`config.mk`:
```
export PLATFORM = sky130hd
export DESIGN_NAME = pc_stack_unit
export DESIGN_NICKNAME = d
export VERILOG_FILES = /design/src/rtl/pc_pkg.sv /design/src/rtl/pc_ret_stack.sv /design/src/rtl/pc_stack_unit.sv
export SDC_FILE = /design/constraint.sdc
export NUM_CORES = 1
export LEC_CHECK = 0
export ABC_CLOCK_PERIOD_IN_PS = 4750
export BUFFER_PORTS_ARGS = -buffer_cell sky130_fd_sc_hd__clkbuf_2
export CORE_MARGIN = 2
export CORE_UTILIZATION = 57
export DETAILED_ROUTE_END_ITERATION = 6
export GPL_TIMING_DRIVEN = 0
export PLACE_DENSITY_LB_ADDON = 0.1
export SYNTH_ARGS = -nofsm -noshare
export SYNTH_HDL_FRONTEND = slang
export SYNTH_SLANG_ARGS = --single-unit
```
`constraint.sdc`:
```
create_clock -name CLK -period 4.75 [get_ports CLK]
set_input_delay 0.95 -clock CLK [delete_from_list [all_inputs] [get_ports CLK]]
set_output_delay 0.95 -clock CLK [all_outputs]
set_load 0.1 [all_outputs]
```
`src/rtl/pc_pkg.sv`:
```
// rtl/pc_pkg.sv - shared defaults and next-PC select encoding for the PC/stack unit
package pc_pkg;

    localparam int PC_W_DEF        = 10;
    localparam int OFF_W_DEF       = 7;
    localparam int HALT_ADDR_DEF   = 63;
    localparam int STACK_DEPTH_DEF = 4;

    typedef enum logic [2:0] {
        NPC_HOLD   = 3'd0,
        NPC_RET    = 3'd1,
        NPC_CALL   = 3'd2,
        NPC_JUMP   = 3'd3,
        NPC_BRANCH = 3'd4,
        NPC_INC    = 3'd5
    } npc_sel_e;

    // Depth counter width: enough to hold the value STACK_DEPTH itself.
    function automatic int depth_cnt_w(input int depth);
        return $clog2(depth) + 1;
    endfunction

endpackage

```
`src/rtl/pc_ret_stack.sv`:
```
// rtl/pc_ret_stack.sv - return-address LIFO: one register array plus an entry count
module pc_ret_stack
    import pc_pkg::*;
#(
    parameter int W     = PC_W_DEF,
    parameter int DEPTH = STACK_DEPTH_DEF
) (
    input  logic                          CLK,
    input  logic                          init,
    input  logic                          push,
    input  logic                          pop,
    input  logic [W-1:0]                  push_data,
    output logic [W-1:0]                  top,
    output logic [$clog2(DEPTH):0]        depth,
    output logic                          full,
    output logic                          empty
);

    localparam int AW = $clog2(DEPTH);
    localparam int CW = AW + 1;
    localparam logic [CW-1:0] DEPTH_C = CW'(DEPTH);

    logic [W-1:0]  mem [DEPTH];
    logic [CW-1:0] count;
    logic [CW-1:0] count_m1;

    assign count_m1 = count - 1'b1;
    assign full     = (count == DEPTH_C);
    assign empty    = (count == '0);
    assign depth    = count;
    // Contents under an empty stack are stale but never selected by the caller.
    assign top      = mem[count_m1[AW-1:0]];

    always_ff @(posedge CLK) begin
        if (init) begin
            count <= '0;
        end else if (push && !full) begin
            mem[count[AW-1:0]] <= push_data;
            count              <= count + 1'b1;
        end else if (pop && !empty) begin
            count <= count_m1;
        end
    end

endmodule

```
`src/rtl/pc_stack_unit.sv`:
```
// rtl/pc_stack_unit.sv - program counter with relative branch, call/return stack and halt detection
module pc_stack_unit
    import pc_pkg::*;
#(
    parameter int PC_W        = PC_W_DEF,
    parameter int OFF_W       = OFF_W_DEF,
    parameter int HALT_ADDR   = HALT_ADDR_DEF,
    parameter int STACK_DEPTH = STACK_DEPTH_DEF
) (
    input  logic                            CLK,
    input  logic                            init,
    input  logic                            stall,
    input  logic                            jump_en,
    input  logic                            branch_en,
    input  logic                            call_en,
    input  logic                            ret_en,
    input  logic [OFF_W-1:0]                offset,
    input  logic [PC_W-1:0]                 destination,
    output logic [PC_W-1:0]                 PC,
    output logic                            halt,
    output logic                            stack_err,
    output logic [$clog2(STACK_DEPTH):0]    stack_depth
);

    localparam logic [PC_W-1:0] HALT_PC = PC_W'(HALT_ADDR);

    logic [PC_W-1:0] pc_q;
    logic [PC_W-1:0] pc_d;
    logic [PC_W-1:0] pc_inc;
    logic [PC_W-1:0] off_ext;
    logic [PC_W-1:0] stk_top;
    logic            stk_full;
    logic            stk_empty;
    logic            stk_push;
    logic            stk_pop;
    logic            set_halt;
    logic            set_err;
    logic            halt_q;
    logic            err_q;
    npc_sel_e        sel;

    assign pc_inc  = pc_q + 1'b1;
    assign off_ext = {{(PC_W-OFF_W){offset[OFF_W-1]}}, offset};

    pc_ret_stack #(
        .W     (PC_W),
        .DEPTH (STACK_DEPTH)
    ) u_stack (
        .CLK       (CLK),
        .init      (init),
        .push      (stk_push),
        .pop       (stk_pop),
        .push_data (pc_inc),
        .top       (stk_top),
        .depth     (stack_depth),
        .full      (stk_full),
        .empty     (stk_empty)
    );

    // Only the highest-priority request is acted on; lower ones have no side effects.
    always_comb begin
        sel      = NPC_INC;
        stk_push = 1'b0;
        stk_pop  = 1'b0;
        set_halt = 1'b0;
        set_err  = 1'b0;
        if (init) begin
            sel = NPC_HOLD;
        end else if (halt_q || (pc_q > HALT_PC)) begin
            sel      = NPC_HOLD;
            set_halt = 1'b1;
        end else if (stall) begin
            sel = NPC_HOLD;
        end else if (ret_en) begin
            if (stk_empty) begin
                sel      = NPC_HOLD;
                set_halt = 1'b1;
                set_err  = 1'b1;
            end else begin
                sel     = NPC_RET;
                stk_pop = 1'b1;
            end
        end else if (call_en) begin
            if (stk_full) begin
                sel      = NPC_HOLD;
                set_halt = 1'b1;
                set_err  = 1'b1;
            end else begin
                sel      = NPC_CALL;
                stk_push = 1'b1;
            end
        end else if (jump_en) begin
            sel = NPC_JUMP;
        end else if (branch_en) begin
            sel = NPC_BRANCH;
        end
    end

    always_comb begin
        pc_d = pc_q;
        case (sel)
            NPC_HOLD:   pc_d = pc_q;
            NPC_RET:    pc_d = stk_top;
            NPC_CALL:   pc_d = destination;
            NPC_JUMP:   pc_d = destination;
            NPC_BRANCH: pc_d = pc_q + off_ext;
            NPC_INC:    pc_d = pc_inc;
            default:    pc_d = pc_q;
        endcase
    end

    always_ff @(posedge CLK) begin
        if (init) begin
            pc_q   <= '0;
            halt_q <= 1'b0;
            err_q  <= 1'b0;
        end else begin
            pc_q <= pc_d;
            if (set_halt) halt_q <= 1'b1;
            if (set_err)  err_q  <= 1'b1;
        end
    end

    assign PC        = pc_q;
    assign halt      = halt_q;
    assign stack_err = err_q;

endmodule

```
# Word level (Yosys, flattened, before mapping)
# Memory sizes are Yosys's and may differ from the RTL's.
# Cells that the tools add are included.
classes:
  add_sub_neg: 4
  order_cmp: 1
  eq_ne: 6
  mux: 35
  reduce_logical: 9
op_table:
  columns: ["op", "n"]
  rows:
  - ["10-bit one-hot mux with 4 select lines", 1]
  - ["1-bit 2-to-1 mux", 25]
  - ["3-bit 2-to-1 mux", 8]
  - ["10-bit by 1-bit adder with 10-bit output (second input constant)", 1]
  - ["10-bit adder", 1]
  - ["10-bit by 6-bit greater-than comparator with 1-bit output (second input constant)", 1]
  - ["3-bit == test (second input constant)", 3]
  - ["3-bit by 2-bit == test with 1-bit output (second input constant)", 2]
  - ["4-bit nonzero test", 1]
  - ["3-bit by 1-bit adder with 3-bit output (second input constant)", 1]
  - ["3-bit by 1-bit == test with 1-bit output (second input constant)", 1]
  - ["3-bit logical NOT", 1]
  - ["3-bit by 1-bit subtractor with 3-bit output (second input constant)", 1]
  - ["1-bit logical AND", 2]
  - ["1-bit logical NOT", 2]
  - ["2-bit 2-to-1 mux", 1]
  - ["2-bit nonzero test", 1]
  - ["2-bit OR reduction", 1]
  - ["1-bit logical OR", 1]
totals:
  reg_bits: 15
  mem_bits_rw: 40
  inputBits: 24
  out_inout_bits: 15
  elab_cells: 60
  mem_count: 1
memory_table:
  columns: ["name", "words", "width", "read_ports", "rd_ports_with_merged_regs", "wr", "line_no", "source"]
  rows:
  - ["u_stack.mem", 4, 10, 1, 0, 1, "pc_ret_stack.sv:23", "logic [W-1:0] mem [DEPTH];"]

# Depth between registers and ports, before layout
logic_depth:
  word_depth: 11
  ltp_mapped: 9
  depth_no_buf: 8

# Cells and area by module
# Synthesis repeated with hierarchy kept, for this count alone.
hier_totals:
  cells_unflattened: 259
  area_unflattened_um2: 3076.7
by_module_without_submodules:
  columns: ["mod", "instances", "cells_per_inst", "area_per_inst_um2"]
  rows:
  - ["pc_ret_stack", 1, 85, 1737.9]
  - ["pc_stack_unit", 1, 174, 1338.8]

# Worst setup path before layout
# OpenSTA, ideal clock, no wires.
synth_timing:
  path_type: "reg-to-reg"
  from: "register u_stack.count[0] (netlist: u_stack.depth[0])"
  to: "register pc_q[0] (netlist: PC[0])"
  setup_time_ns: 0.127
  arrival_ns: 2.944
  required_time_ns: 4.623
  setup_slack_ns: 1.679
  path_stages_with_launch: 9
  n_path_buf: 2
  synth_period_minus_slack_ns: 3.071
  path_cell_list: "dfxtp_1 buf_2 inv_1 ha_1 clkbuf_1 mux4_2 nor2b_1 o21ai_0 o32ai_1"
synth_via:
  elab_chain_len: 10
  word_cells_on_any_way: 19
synth_rtl:
  columns: ["item", "line_no", "source"]
  rows:
  - ["start: declaration", "pc_ret_stack.sv:24", "logic [CW-1:0] count;"]
  - ["start signal: assignment", "pc_ret_stack.sv:39", "count <= count + 1'b1;"]
  - ["start signal: assignment", "pc_ret_stack.sv:41", "count <= count_m1;"]
  - ["3-bit == test", "pc_ret_stack.sv:28", "assign full = (count == DEPTH_C);"]
  - ["2-bit 2-to-1 mux", "pc_stack_unit.sv:84", "if (stk_full) begin"]
  - ["3-bit 2-to-1 mux", "pc_stack_unit.sv:83", "end else if (call_en) begin"]
  - ["3-bit 2-to-1 mux", "pc_stack_unit.sv:74", "end else if (ret_en) begin"]
  - ["3-bit 2-to-1 mux", "pc_stack_unit.sv:72", "end else if (stall) begin"]
  - ["3-bit 2-to-1 mux", "pc_stack_unit.sv:69", "end else if (halt_q || (pc_q > HALT_PC)) begin"]
  - ["3-bit 2-to-1 mux", "pc_stack_unit.sv:67", "if (init) begin"]
  - ["3-bit by 2-bit == test with 1-bit output", "pc_stack_unit.sv:101", "case (sel)"]
  - ["2-bit OR reduction (no source line)", null, null]
  - ["10-bit one-hot mux with 4 select lines / 4-bit nonzero test (equally long branches)", null, null]
  - ["end signal: assignment", "pc_stack_unit.sv:118", "pc_q <= pc_d;"]
  - ["end: declaration", "pc_stack_unit.sv:27", "logic [PC_W-1:0] pc_q;"]
# Several ways; a longest one is shown, not always the timed one.
# A chain may end at the register's enable or synchronous reset.

# Worst setup path after layout
layout_timing:
  from: "register u_stack.count[0] (netlist: u_stack.depth[0])"
  to: "register pc_q[1] (netlist: PC[1])"
# Same word-level chain as after synthesis.

==> results_dict.tcl <==
set metrics [dict create \
    outcome "finished clean" \
    ios 39 \
    rsz0062_at_grt "false" \
    cp_data_required_time_ns 4.94 \
    grt_max_degree 18 \
    syn_avg_cell_area_um2 11.32 \
    final_max_slew_viol_count 0 \
    die_area_mm2 0.006235 \
    final_common_cell "edfxtp_1" \
    wirelength_um 7934 \
    drive_gt1_share_pct 22.26 \
    final_nets 367 \
    placed_cell_area_mm2 0.003478 \
    die_h_um 78.96 \
    dr_total_vias 2514 \
    cts_setup_buffers 0 \
    path_class "flip-flop to flip-flop" \
    tightest_slew_ns 1.158 \
    cts_buffers 5 \
    clkSinkCount 55 \
    insertion_delay_ns 0.31 \
    finalSetupViolCount 0 \
    worst-path-max-fanout 10 \
    root_buffer "clkbuf_8" \
    r2r_setup_slack_ns 1.81 \
    worst-path-buf-inv 3 \
    dp_hpwl_um 5897 \
    diodes 0 \
    die_w_um 78.96 \
    slowest_stage "clkbuf_1" \
    synth_nets 323 \
    ff2ff_path_depth 8 \
    cp-start-kind "flip-flop" \
    area_delta_synth_final_pct 11.37 \
    fin_skew_ns 0.009822 \
    antenna_found_initial 0 \
    cp-end-kind "flip-flop" \
    numPortBuffers 37 \
    cts_max_level 2 \
    crit_family "buffers and inverters" \
    finalCritPeriodShare_pct 61.84 \
    reg2reg_from "u_stack.depth[0]" \
    synth_warnings 0 \
    fin_setup_tns_ns 0 \
    min_to "stack_err" \
    synth_edf_count 40 \
    min_from "stack_err" \
    postSynthCellCount 283 \
    grt_overflow 0 \
    p_leak_nw 1.338 \
    max-vdd-ir-drop_v 0.0002224 \
    path_clk_slew_ns 0.10 \
    final_area_mm2 0.003567 \
    cp_cell_sequence "buf_2 > inv_1 > ha_1 > clkbuf_1 > mux4_2 > nor2b_1 > o21ai_0 > o32ai_1" \
    grt_usage_pct 26.85 \
    min_path_type "flip-flop to flip-flop" \
    viasPerCell 6.285 \
    clockBufferDepth 2 \
    cts_tree "done" \
    synth_cell_types 56 \
    finalHoldViolations 0 \
    p_per_area_mw_per_mm2 346.6 \
    first_pass_iters 5 \
    final_cell_mix "edfxtp_1, clkbuf_2, nor2_1" \
    r2r_end "PC[1]" \
    final.min_clock_period_ns 2.937 \
    row_count 27 \
    maxSlewHeadroom_pct 22.50 \
    place.gp.congestion 0.9716 \
    fill_cells 468 \
    synth_area_mm2 0.003203 \
    post_drt_wl_per_cell_um 19.84 \
    synth_seq_area_share_pct 46.88 \
    grt_pass1_wl_um 12560 \
    max_stage_delay_ns 0.55 \
    cts_hold_buf 0 \
    arrival_ns 3.13 \
    ant_nets 0 \
    core_mm2 0.005473 \
    async_flop_share_pct 0 \
    start_util_pct 58.53 \
    fmax_ghz 0.3405 \
    post_cts_resized 0 \
    drc 0 \
    max_cap_viol_count 0 \
    grt_pass1_vias 2409 \
    first_iter_violations 178 \
    synthFlopType "edfxtp_1" \
    ys_ff_latch 55 \
    hold-path-cell-count 2 \
]
-- power by group --
group	internal [mW]	total, mW	switching [mW]
combinational	0.127	0.405	0.278
clock	0.106	0.260	0.154
sequential	0.542	0.571	0.0288
total	0.776	1.24	0.461
-- state kept, by name (all words and copies together) (netlist names) --
name / flops
PC: 10
halt: 1
stack_err: 1
u_stack.depth: 3
u_stack.mem: 40
-- metal layers --
metal	vias up	global-route usage (%)	routed length, um
met5	-	0	0
met4	0	9.310	165
met3	17	5.341	511
met2	104	43.05	3801
met1	1220	36.67	3455
li1	1173	-	-
-- through the flow --
stage | power [mW] | utilization [%] | setup slack [ns] | cells | hold WS (ns)
6_report | 1.236 | 65.18 | 1.813 | 400 | 0.4841
5_1_grt | 1.294 | 65.18 | 1.540 | 400 | 0.5614
4_1_cts | 1.239 | 65.18 | 1.776 | 400 | 0.4829
3_5_place_dp | 0.9830 | 63.56 | 1.687 | 392 | 0.4565
3_3_place_gp | 0.9774 | 63.56 | 1.709 | 392 | 0.4492
2_1_floorplan | 0.8893 | - | 1.679 | 283 | 0.6718
-- synth_stat cells (7+ instances only) --
cell type	n	area share (%)
edfxtp_1	40	37
and3_1	7	1.4
dfxtp_1	15	9.4
nand2_1	12	1.4
a21oi_1	19	3.0
xnor2_1	11	3.0
mux4_2	10	7.0
o21ai_0	15	2.3
nor2_1	22	2.6
nand3_1	9	1.4
nor3_1	7	1.1
ha_1	15	5.9
inv_1	14	1.6
-- kinds of logic after synthesis --
| logic type | after synthesis | share of synthesized area [%] |
|---|---|---|
| compound gates | 70 | 14.65 |
| xor+xnor | 15 | 4.101 |
| fa+ha+maj | 16 | 6.484 |
| buf+inv | 24 | 4.179 |
| flops | 55 | 46.88 |
| mux | 14 | 8.281 |
| simple gates | 89 | 15.43 |
-- worst reg2reg max path: cells and delay by family, from the launching register on --
| kind | cells | cell delay (ns) |
|---|---|---|
| AND/OR/NAND/NOR | 1 | 0.14 |
| buffers and inverters | 3 | 1.10 |
| adder cells (fa/ha/maj) | 1 | 0.38 |
| flip-flops | 1 | 0.52 |
| multiplexers | 1 | 0.42 |
| AO/OA/AOI/OAI | 2 | 0.26 |
-- layout make-up --
class / instances / area, um2 / share of cell area [%]
multi-input combinational: 204 / 1568 / 43.95
sequential: 55 / 1501 / 42.09
timing repair buffer: 37 / 185.2 / 5.191
tap: 72 / 90.09 / 2.525
buffer: 10 / 81.33 / 2.280
clock buffer: 6 / 72.57 / 2.034
inverter: 14 / 52.55 / 1.473
clock inverter: 2 / 16.27 / 0.4560
-- how the worst max path moves through the flow --
stage / startpoint / to / slack (ns) / cells after the start
after global placement: stall / u_stack.mem[2][7] / 1.71 / 4
after floorplan: u_stack.depth[0] / PC[0] / 1.68 / 8
after detailed placement: stall / u_stack.mem[0][1] / 1.69 / 4
after CTS: u_stack.depth[0] / PC[1] / 1.78 / 8
after global routing: u_stack.depth[0] / PC[1] / 1.54 / 8
final: u_stack.depth[0] / PC[1] / 1.81 / 8
Note: power is estimated with default switching activity, not from simulation.
